File: config.mk
export PLATFORM = sky130hd
export DESIGN_NAME = imem_loader
export DESIGN_NICKNAME = d
export VERILOG_FILES = /design/src/rtl/imem_loader.sv
export SDC_FILE = /design/constraint.sdc
export NUM_CORES = 1
export LEC_CHECK = 0
export CORE_MARGIN = 2
export CORE_UTILIZATION = 40
export DETAILED_ROUTE_END_ITERATION = 12
export HOLD_SLACK_MARGIN = 0.03
export PLACE_DENSITY = 0.7
export SETUP_SLACK_MARGIN = 0.5
export SYNTH_ARGS = -nofsm -noshare
export SYNTH_HDL_FRONTEND = slang
export SYNTH_SLANG_ARGS = --single-unit
File: constraint.sdc
create_clock -name CLK -period 5.7 [get_ports CLK]
set_clock_uncertainty 0.15 [all_clocks]
set_input_delay 1.425 -clock CLK [delete_from_list [all_inputs] [get_ports CLK]]
set_output_delay 1.425 -clock CLK [all_outputs]
set_load 0.05 [all_outputs]
File: src/rtl/imem_loader.sv
// Boot loader: length-prefixed byte stream -> 32-bit instruction memory words.
// Holds the core in reset until the whole image has been written.
module imem_loader #(
  parameter int ADDR_W = 10
) (
  input  logic              CLK,
  input  logic              Rst,
  input  logic              start,
  input  logic              rx_valid,
  input  logic [7:0]        rx_data,
  output logic              rx_ready,
  output logic              imem_we,
  output logic [ADDR_W-1:0] imem_addr,
  output logic [31:0]       imem_wdata,
  output logic              core_rst_n,
  output logic              busy,
  output logic              done,
  output logic              err
);

  localparam logic [2:0] S_IDLE  = 3'd0;
  localparam logic [2:0] S_LEN   = 3'd1;
  localparam logic [2:0] S_DATA  = 3'd2;
  localparam logic [2:0] S_WRITE = 3'd3;
  localparam logic [2:0] S_DONE  = 3'd4;
  localparam logic [2:0] S_ERR   = 3'd5;

  localparam logic [32:0] CAP = 33'd1 << ADDR_W;

  logic [2:0]        state;
  logic [1:0]        byte_cnt;
  logic [31:0]       len;
  logic [ADDR_W:0]   word_cnt;
  logic [31:0]       len_nxt;
  logic [ADDR_W:0]   word_inc;
  logic              take;
  logic              last_word;

  assign take      = rx_valid && rx_ready;
  assign word_inc  = word_cnt + (ADDR_W+1)'(1);
  assign last_word = 32'(word_inc) == len;

  always_comb begin
    len_nxt = len;
    len_nxt[{byte_cnt, 3'b000} +: 8] = rx_data;
  end

  always_ff @(posedge CLK or negedge Rst) begin
    if (!Rst) begin
      state      <= S_IDLE;
      byte_cnt   <= '0;
      len        <= '0;
      word_cnt   <= '0;
      rx_ready   <= 1'b0;
      imem_we    <= 1'b0;
      imem_addr  <= '0;
      imem_wdata <= '0;
      core_rst_n <= 1'b0;
      busy       <= 1'b0;
      done       <= 1'b0;
      err        <= 1'b0;
    end else begin
      imem_we <= 1'b0;
      unique case (state)
        S_IDLE, S_DONE, S_ERR: begin
          if (start) begin
            state      <= S_LEN;
            byte_cnt   <= '0;
            word_cnt   <= '0;
            imem_addr  <= '0;
            rx_ready   <= 1'b1;
            core_rst_n <= 1'b0;
            busy       <= 1'b1;
            done       <= 1'b0;
            err        <= 1'b0;
          end
        end
        S_LEN: begin
          if (take) begin
            len      <= len_nxt;
            byte_cnt <= byte_cnt + 2'd1;
            if (byte_cnt == 2'd3) begin
              if (len_nxt == 32'd0) begin
                state      <= S_DONE;
                rx_ready   <= 1'b0;
                busy       <= 1'b0;
                done       <= 1'b1;
                core_rst_n <= 1'b1;
              end else if ({1'b0, len_nxt} > CAP) begin
                state    <= S_ERR;
                rx_ready <= 1'b0;
                busy     <= 1'b0;
                err      <= 1'b1;
              end else begin
                state <= S_DATA;
              end
            end
          end
        end
        S_DATA: begin
          if (take) begin
            imem_wdata[{byte_cnt, 3'b000} +: 8] <= rx_data;
            byte_cnt <= byte_cnt + 2'd1;
            if (byte_cnt == 2'd3) begin
              state    <= S_WRITE;
              rx_ready <= 1'b0;
              imem_we  <= 1'b1;
            end
          end
        end
        S_WRITE: begin
          imem_addr <= imem_addr + ADDR_W'(1);
          word_cnt  <= word_inc;
          if (last_word) begin
            state      <= S_DONE;
            busy       <= 1'b0;
            done       <= 1'b1;
            core_rst_n <= 1'b1;
          end else begin
            state    <= S_DATA;
            rx_ready <= 1'b1;
          end
        end
        default: begin
          state      <= S_IDLE;
          rx_ready   <= 1'b0;
          core_rst_n <= 1'b0;
          busy       <= 1'b0;
          done       <= 1'b0;
          err        <= 1'b0;
        end
      endcase
    end
  end

endmodule

==> flow_metrics.tcl, run 1 <==
set metrics [dict create \
    cp.arrival_ns 3.79 \
    die_area_um2 12600 \
    critPathLaunchType "primary input" \
    yosys_warnings 0 \
    fin_nets 584 \
    cp_slowest_cell "or4_4" \
    port_buffers 59 \
    wirelength_um 11600 \
    holdBufCountCts 0 \
    ir_drop_uv 245 \
    numCtsBuffers 9 \
    required_ns 5.77 \
    initial_utilization_pct 41.1 \
    h-tree-depth 3 \
    routed_via_density 5.63 \
    clockBufferDepth 2 \
    status "finished, final reports clean" \
    max_stage_delay_ns 0.60 \
    drt_pass1_iterations 5 \
    cts_tree "built" \
    seqPwrFrac_pct 35.9 \
    yosysMostFrequentCell "nand2_1" \
    grt_use_total_pct 19.4 \
    r2r_slack_ns 2.63 \
    overflow 0 \
    vias 4009 \
    hold_class "flip-flop to flip-flop" \
    hold_viol 0 \
    die_x_um 112 \
    wire_per_inst_um 16.2 \
    yosys.area.top_type_share_pct 50.7 \
    path_cells "clkdlybuf4s50_1, or4_4, a21bo_2, a211oi_1, o2111ai_1, o31ai_1, a21oi_1" \
    synth_area_um2 4690 \
    synth_cell_types 60 \
    rsz0062_at_grt "no" \
    synth-main-ff-cell "dfrtp_1" \
    layout-drive-gt1-share_pct 4.75 \
    area_growth_pct 20.3 \
    ys_top_cells_by_count "126 x nand2_1, 95 x dfrtp_1, 87 x o21ai_0, 28 x nor2_1, 15 x clkbuf_1" \
    insertion_delay_ns 0.35 \
    core-area_um2 11400 \
    p_clk_share_pct 24.1 \
    synth-seq-cells 95 \
    async_flop_share_pct 100 \
    path_max_fanout 6 \
    ctsResizeCount 0 \
    power_frac_comb_pct 40.0 \
    gp_congestion 0.904 \
    clockRootBuffer "clkbuf_16" \
    grt_pass1_wl_um 19600 \
    sw_frac_of_total_pct 41.5 \
    yosysSeqAreaShare_pct 50.7 \
    synth_area_leaders "dfrtp_1 51%, nand2_1 10%, o21ai_0 9.3%" \
    worst_slew_pin_slew_ns 0.963 \
    relSlewSlack_pct 35.7 \
    antenna_found_initial 0 \
    row_count 39 \
    postCtsSetupRepairBufs 0 \
    finalSetupTns_ns 0 \
    n_antenna_cell 0 \
    powerDensity_nw_per_um2 457 \
    p_leak_nw 2.32 \
    p_sw_mw 1.07 \
    worstSetupPathType "primary input to flip-flop" \
    synthesis.nets 537 \
    yosysTopAreaCell "dfrtp_1" \
    fin_crit_sh_pct 65.2 \
    clk_pin_slew_worst_paths_ns 0.07 \
    slew_violations 0 \
    final_antenna_net_count 0 \
    num_io_pins 60 \
    max_freq_ghz 0.269 \
    grt_pass1_vias 3953 \
    p_int_mw 1.51 \
    clock_sinks 95 \
    min_period_ns 3.71 \
    utilization_pct 49.4 \
    synth_edf_count 0 \
    drv_cap 0 \
    syn_avg_cell_area_um2 9.07 \
    setup_viol 0 \
    grt_max_degree 49 \
    first_iter_violations 218 \
    drc_errors 0 \
    hpwl_um 8310 \
    synthCells 517 \
    crit_path_end_kind "flip-flop" \
    die_h_um 112 \
]
-- metal layers --
layer | track usage, % | part of all wire, %
met1 | 25.9 | 44
met4 | 7.72 | 2.2
met5 | 0 | 0
met2 | 30.8 | 47
met3 | 4.81 | 7.1
-- sequential cells by signal, indices dropped and copies added, names as in the netlist --
| signal | cells |
|---|---|
| word_cnt | 11 |
| state | 3 |
| imem_we | 1 |
| imem_wdata | 32 |
| done | 1 |
| busy | 1 |
| err | 1 |
| rx_ready | 1 |
| imem_addr | 10 |
| byte_cnt | 2 |
| len | 32 |
-- cell usage in the layout, fill, tap and decap left out, drive strengths merged, types with 3 or more instances in the layout --
master	Yosys	routed
mux2i	5	5
and3	5	5
dfrtp	95	95
nand2	126	126
o31ai	9	9
a21oi	13	13
nand3	14	14
inv	7	7
nor4	9	9
nor2b	4	4
nor2	28	28
xor2	3	3
o21ai	87	87
nand2b	3	3
nor3b	3	3
xnor2	11	11
a22o	4	4
nor3	8	8
and2	3	3
clkbuf	17	12
a32oi	3	3
nand4	5	5
clkdlybuf4s50	0	58
a31oi	5	5
or3	3	3
ha	8	8
-- worst paths after layout --
check	end	startpoint	cells after the start
setup reg to reg	busy	byte_cnt[0]	8
hold / removal	len[18]	len[18]	2
min in group asynchronous	imem_addr[0]	Rst	1
max in group asynchronous	len[18]	Rst	2
hold reg to reg	len[18]	len[18]	2
setup / recovery	state[0]	rx_data[0]	7
-- kinds of logic (layout without fill, tap and decap cells) --
kind of cell	Yosys count	in the layout	synth area share (%)
multiplexers	5	5	1.07
AO/OA/AOI/OAI	142	142	18.0
XOR/XNOR	14	14	2.62
adder cells (fa/ha/maj)	8	8	2.14
AND/OR/NAND/NOR	222	222	22.1
flip-flops	95	95	50.7
buffers and inverters	31	83	3.36
-- power groups by stage --
| stage | clock [mW] | sequential [mW] | combinational, mW |
|---|---|---|---|
| after floorplan | 0 | 1.06 | 0.602 |
| after global placement | 0 | 0.926 | 1.00 |
| after detailed placement | 0 | 0.934 | 1.02 |
| after CTS | 0.634 | 0.923 | 1.02 |
| after global routing | 0.664 | 0.946 | 1.14 |
| final | 0.622 | 0.925 | 1.03 |
-- cell type report --
class / instances / area [µm²]
well taps: 143 / 179
multi-input cells: 391 / 2150
inverters: 7 / 26.3
flip-flops and latches: 95 / 2380
clock buffers: 12 / 256
repair buffers: 60 / 596
clock inverters: 4 / 53.8
fillers: 1108 / 5780
-- critical path, delay by kind of cell --
| family | cells | cell delay (ns) |
|---|---|---|
| AOI/OAI and AO/OA | 5 | 1.24 |
| and+or+nand+nor | 1 | 0.60 |
| buffers and inverters | 1 | 0.53 |
-- metrics by stage --
| step | power, mW | instance area [µm²] | std cells | worst slack (ns) | hold WS (ns) |
|---|---|---|---|---|---|
| 2_1_floorplan | 1.66 | 4690 | 517 | 2.50 | 0.300 |
| 3_3_place_gp | 1.93 | 5330 | 696 | 1.81 | 0.314 |
| 3_5_place_dp | 1.95 | 5330 | 696 | 1.72 | 0.322 |
| 4_1_cts | 2.58 | 5640 | 712 | 2.08 | 0.336 |
| 5_1_grt | 2.75 | 5640 | 712 | 1.92 | 0.356 |
| 6_report | 2.58 | 5640 | 712 | 1.99 | 0.328 |
Power figures use the tool's default switching activity.
==> run 2, diff against run 1 <==
==> constraint.sdc (replaced) <==
create_clock -name CLK -period 3.6 [get_ports CLK]
set_clock_uncertainty 0.15 [all_clocks]
set_input_delay 0.9 -clock CLK [delete_from_list [all_inputs] [get_ports CLK]]
set_output_delay 0.9 -clock CLK [all_outputs]
set_load 0.05 [all_outputs]
==> flow_metrics.tcl, run 2 (synthesized netlist as in run 1, its figures left out) <==
set metrics [dict create \
    status "finished, final reports clean" \
    layout_commonest_cell "nand2_1" \
    cts_tree "built" \
    fin_crit_sh_pct 83.1 \
    hpwl_um 8600 \
    grt_pass1_vias 3943 \
    drt_pass1_iterations 4 \
    p_clk_share_pct 23.3 \
    drc_errors 0 \
    sw_frac_of_total_pct 42.5 \
    row_count 39 \
    p_sw_mw 1.73 \
    relSlewSlack_pct 45.7 \
    reg_top3 "imem_wdata (32), len (32), word_cnt (11)" \
    holdBufCountCts 0 \
    p_int_mw 2.33 \
    grt_use_total_pct 19.0 \
    fillers 1081 \
    initial_utilization_pct 41.1 \
    h-tree-depth 3 \
    die_x_um 112 \
    first_iter_violations 201 \
    clockRootBuffer "clkbuf_16" \
    clock_sinks 95 \
    worst_slew_pin_slew_ns 0.813 \
    required_ns 3.68 \
    wirelength_um 11500 \
    powerDensity_nw_per_um2 709 \
    wire_per_inst_um 16.0 \
    dpl-instance-area_um2 5410 \
    numCtsBuffers 9 \
    crit_path_end_kind "flip-flop" \
    worstSetupPathType "primary input to flip-flop" \
    cp.arrival_ns 3.07 \
    setup_viol 0 \
    overflow 0 \
    gp_congestion 0.850 \
    startpoint "rx_data[4]" \
    slew_violations 0 \
    vias 3983 \
    timing.final.ws_setup_ns 0.607 \
    min_period_ns 2.99 \
    antenna_found_initial 0 \
    wl_met3_um 630 \
    hp-start "imem_addr[9]" \
    critPathLaunchType "primary input" \
    power_frac_comb_pct 40.8 \
    core-area_um2 11400 \
    grt_pass1_wl_um 19200 \
    die_area_um2 12600 \
    layout-drive-gt1-share_pct 6.90 \
    max_freq_ghz 0.334 \
    area_growth_pct 22.0 \
    final_area_um2 5720 \
    p_leak_nw 2.37 \
    port_buffers 59 \
    finalSetupTns_ns 0 \
    place_worst_setup_slack_ns 0.197 \
    wl_met2_um 5510 \
    routed_via_density 5.51 \
    path_max_fanout 6 \
    seqPwrFrac_pct 35.9 \
    final_cell_mix "126 x nand2_1, 95 x dfrtp_1, 86 x o21ai_0" \
    num_io_pins 60 \
    drv_cap 0 \
    n_antenna_cell 0 \
    grt_max_degree 52 \
    r2r_start "byte_cnt[0]" \
    die_h_um 112 \
    final_antenna_net_count 0 \
    dr.max_layer_used "met4" \
    rsz0062_at_grt "no" \
    insertion_delay_ns 0.35 \
    drt-met1-wl_um 5130 \
    ir_drop_uv 475 \
    hold_class "flip-flop to flip-flop" \
    hold_viol 0 \
    fin_nets 595 \
    clk_pin_slew_worst_paths_ns 0.07 \
    clockBufferDepth 2 \
]
-- run 2: cell types whose count changed in the layout (fill, tap and decap cells not counted), sizes merged --
cell,change
clkbuf,-2
clkinvlp,-1
buf,+11
inv,+2
bufinv,-1
clkinv,+2
-- run 2: metal layers --
layer  GRT usage, %  vias to the layer above
met1           25.2                     1886
met5              0                        -
met4           6.75                        0
met3           5.45                       26
met2           30.2                      127
li1               -                     1944
-- run 2: worst paths after layout --
kind                            endpoint  slack, ns  cells after the start
max reg2reg                     state[0]       0.77                      8
max                             state[0]       0.61                      7
min in group asynchronous    word_cnt[2]       0.43                      1
min                         imem_addr[9]       0.33                      1
min reg2reg                 imem_addr[9]       0.33                      1
max in group asynchronous  imem_wdata[2]       2.16                      2
-- run 2: worst max-delay path, cell delays in order --
cell	delay, ns
clkdlybuf4s50_1	0.50
or4_4	0.55
o311a_1	0.32
nor3_2	0.24
o2111ai_1	0.21
o31ai_1	0.26
a21oi_1	0.10
-- run 2: area by class of cell --
type / count / area (µm²) / share of cell area, %
tap: 143 / 179 / 3.13
multi-input combinational: 391 / 2160 / 37.7
timing repair buffer: 71 / 678 / 11.9
clock inverter: 6 / 63.8 / 1.12
clock buffer: 10 / 239 / 4.18
sequential: 95 / 2380 / 41.5
inverter: 7 / 26.3 / 0.459
-- run 2: power by group through the flow --
stage | Clock, mW | Sequential, mW | Combinational (mW)
global route | 1.01 | 1.49 | 1.80
detailed placement | 0 | 1.48 | 1.64
floorplan | 0 | 1.68 | 0.954
finish | 0.945 | 1.46 | 1.65
global placement | 0 | 1.46 | 1.61
CTS | 0.968 | 1.46 | 1.65
-- run 2: metrics by stage --
stage | total power, mW | std cells | hold slack, ns | utilization (%)
4_1_cts | 4.07 | 723 | 0.336 | 50.1
6_report | 4.06 | 723 | 0.335 | 50.1
3_5_place_dp | 3.12 | 707 | 0.321 | 47.4
5_1_grt | 4.31 | 723 | 0.360 | 50.1
2_1_floorplan | 2.63 | 517 | 0.300 | -
3_3_place_gp | 3.07 | 707 | 0.313 | 47.4
-- run 2: repair_timing --
| item | in CTS | in global routing |
|---|---|---|
| resized for setup | 0 | 2 |
| setup endpoints to repair | 0 | 2 |
| buffers inserted | 0 | 0 |
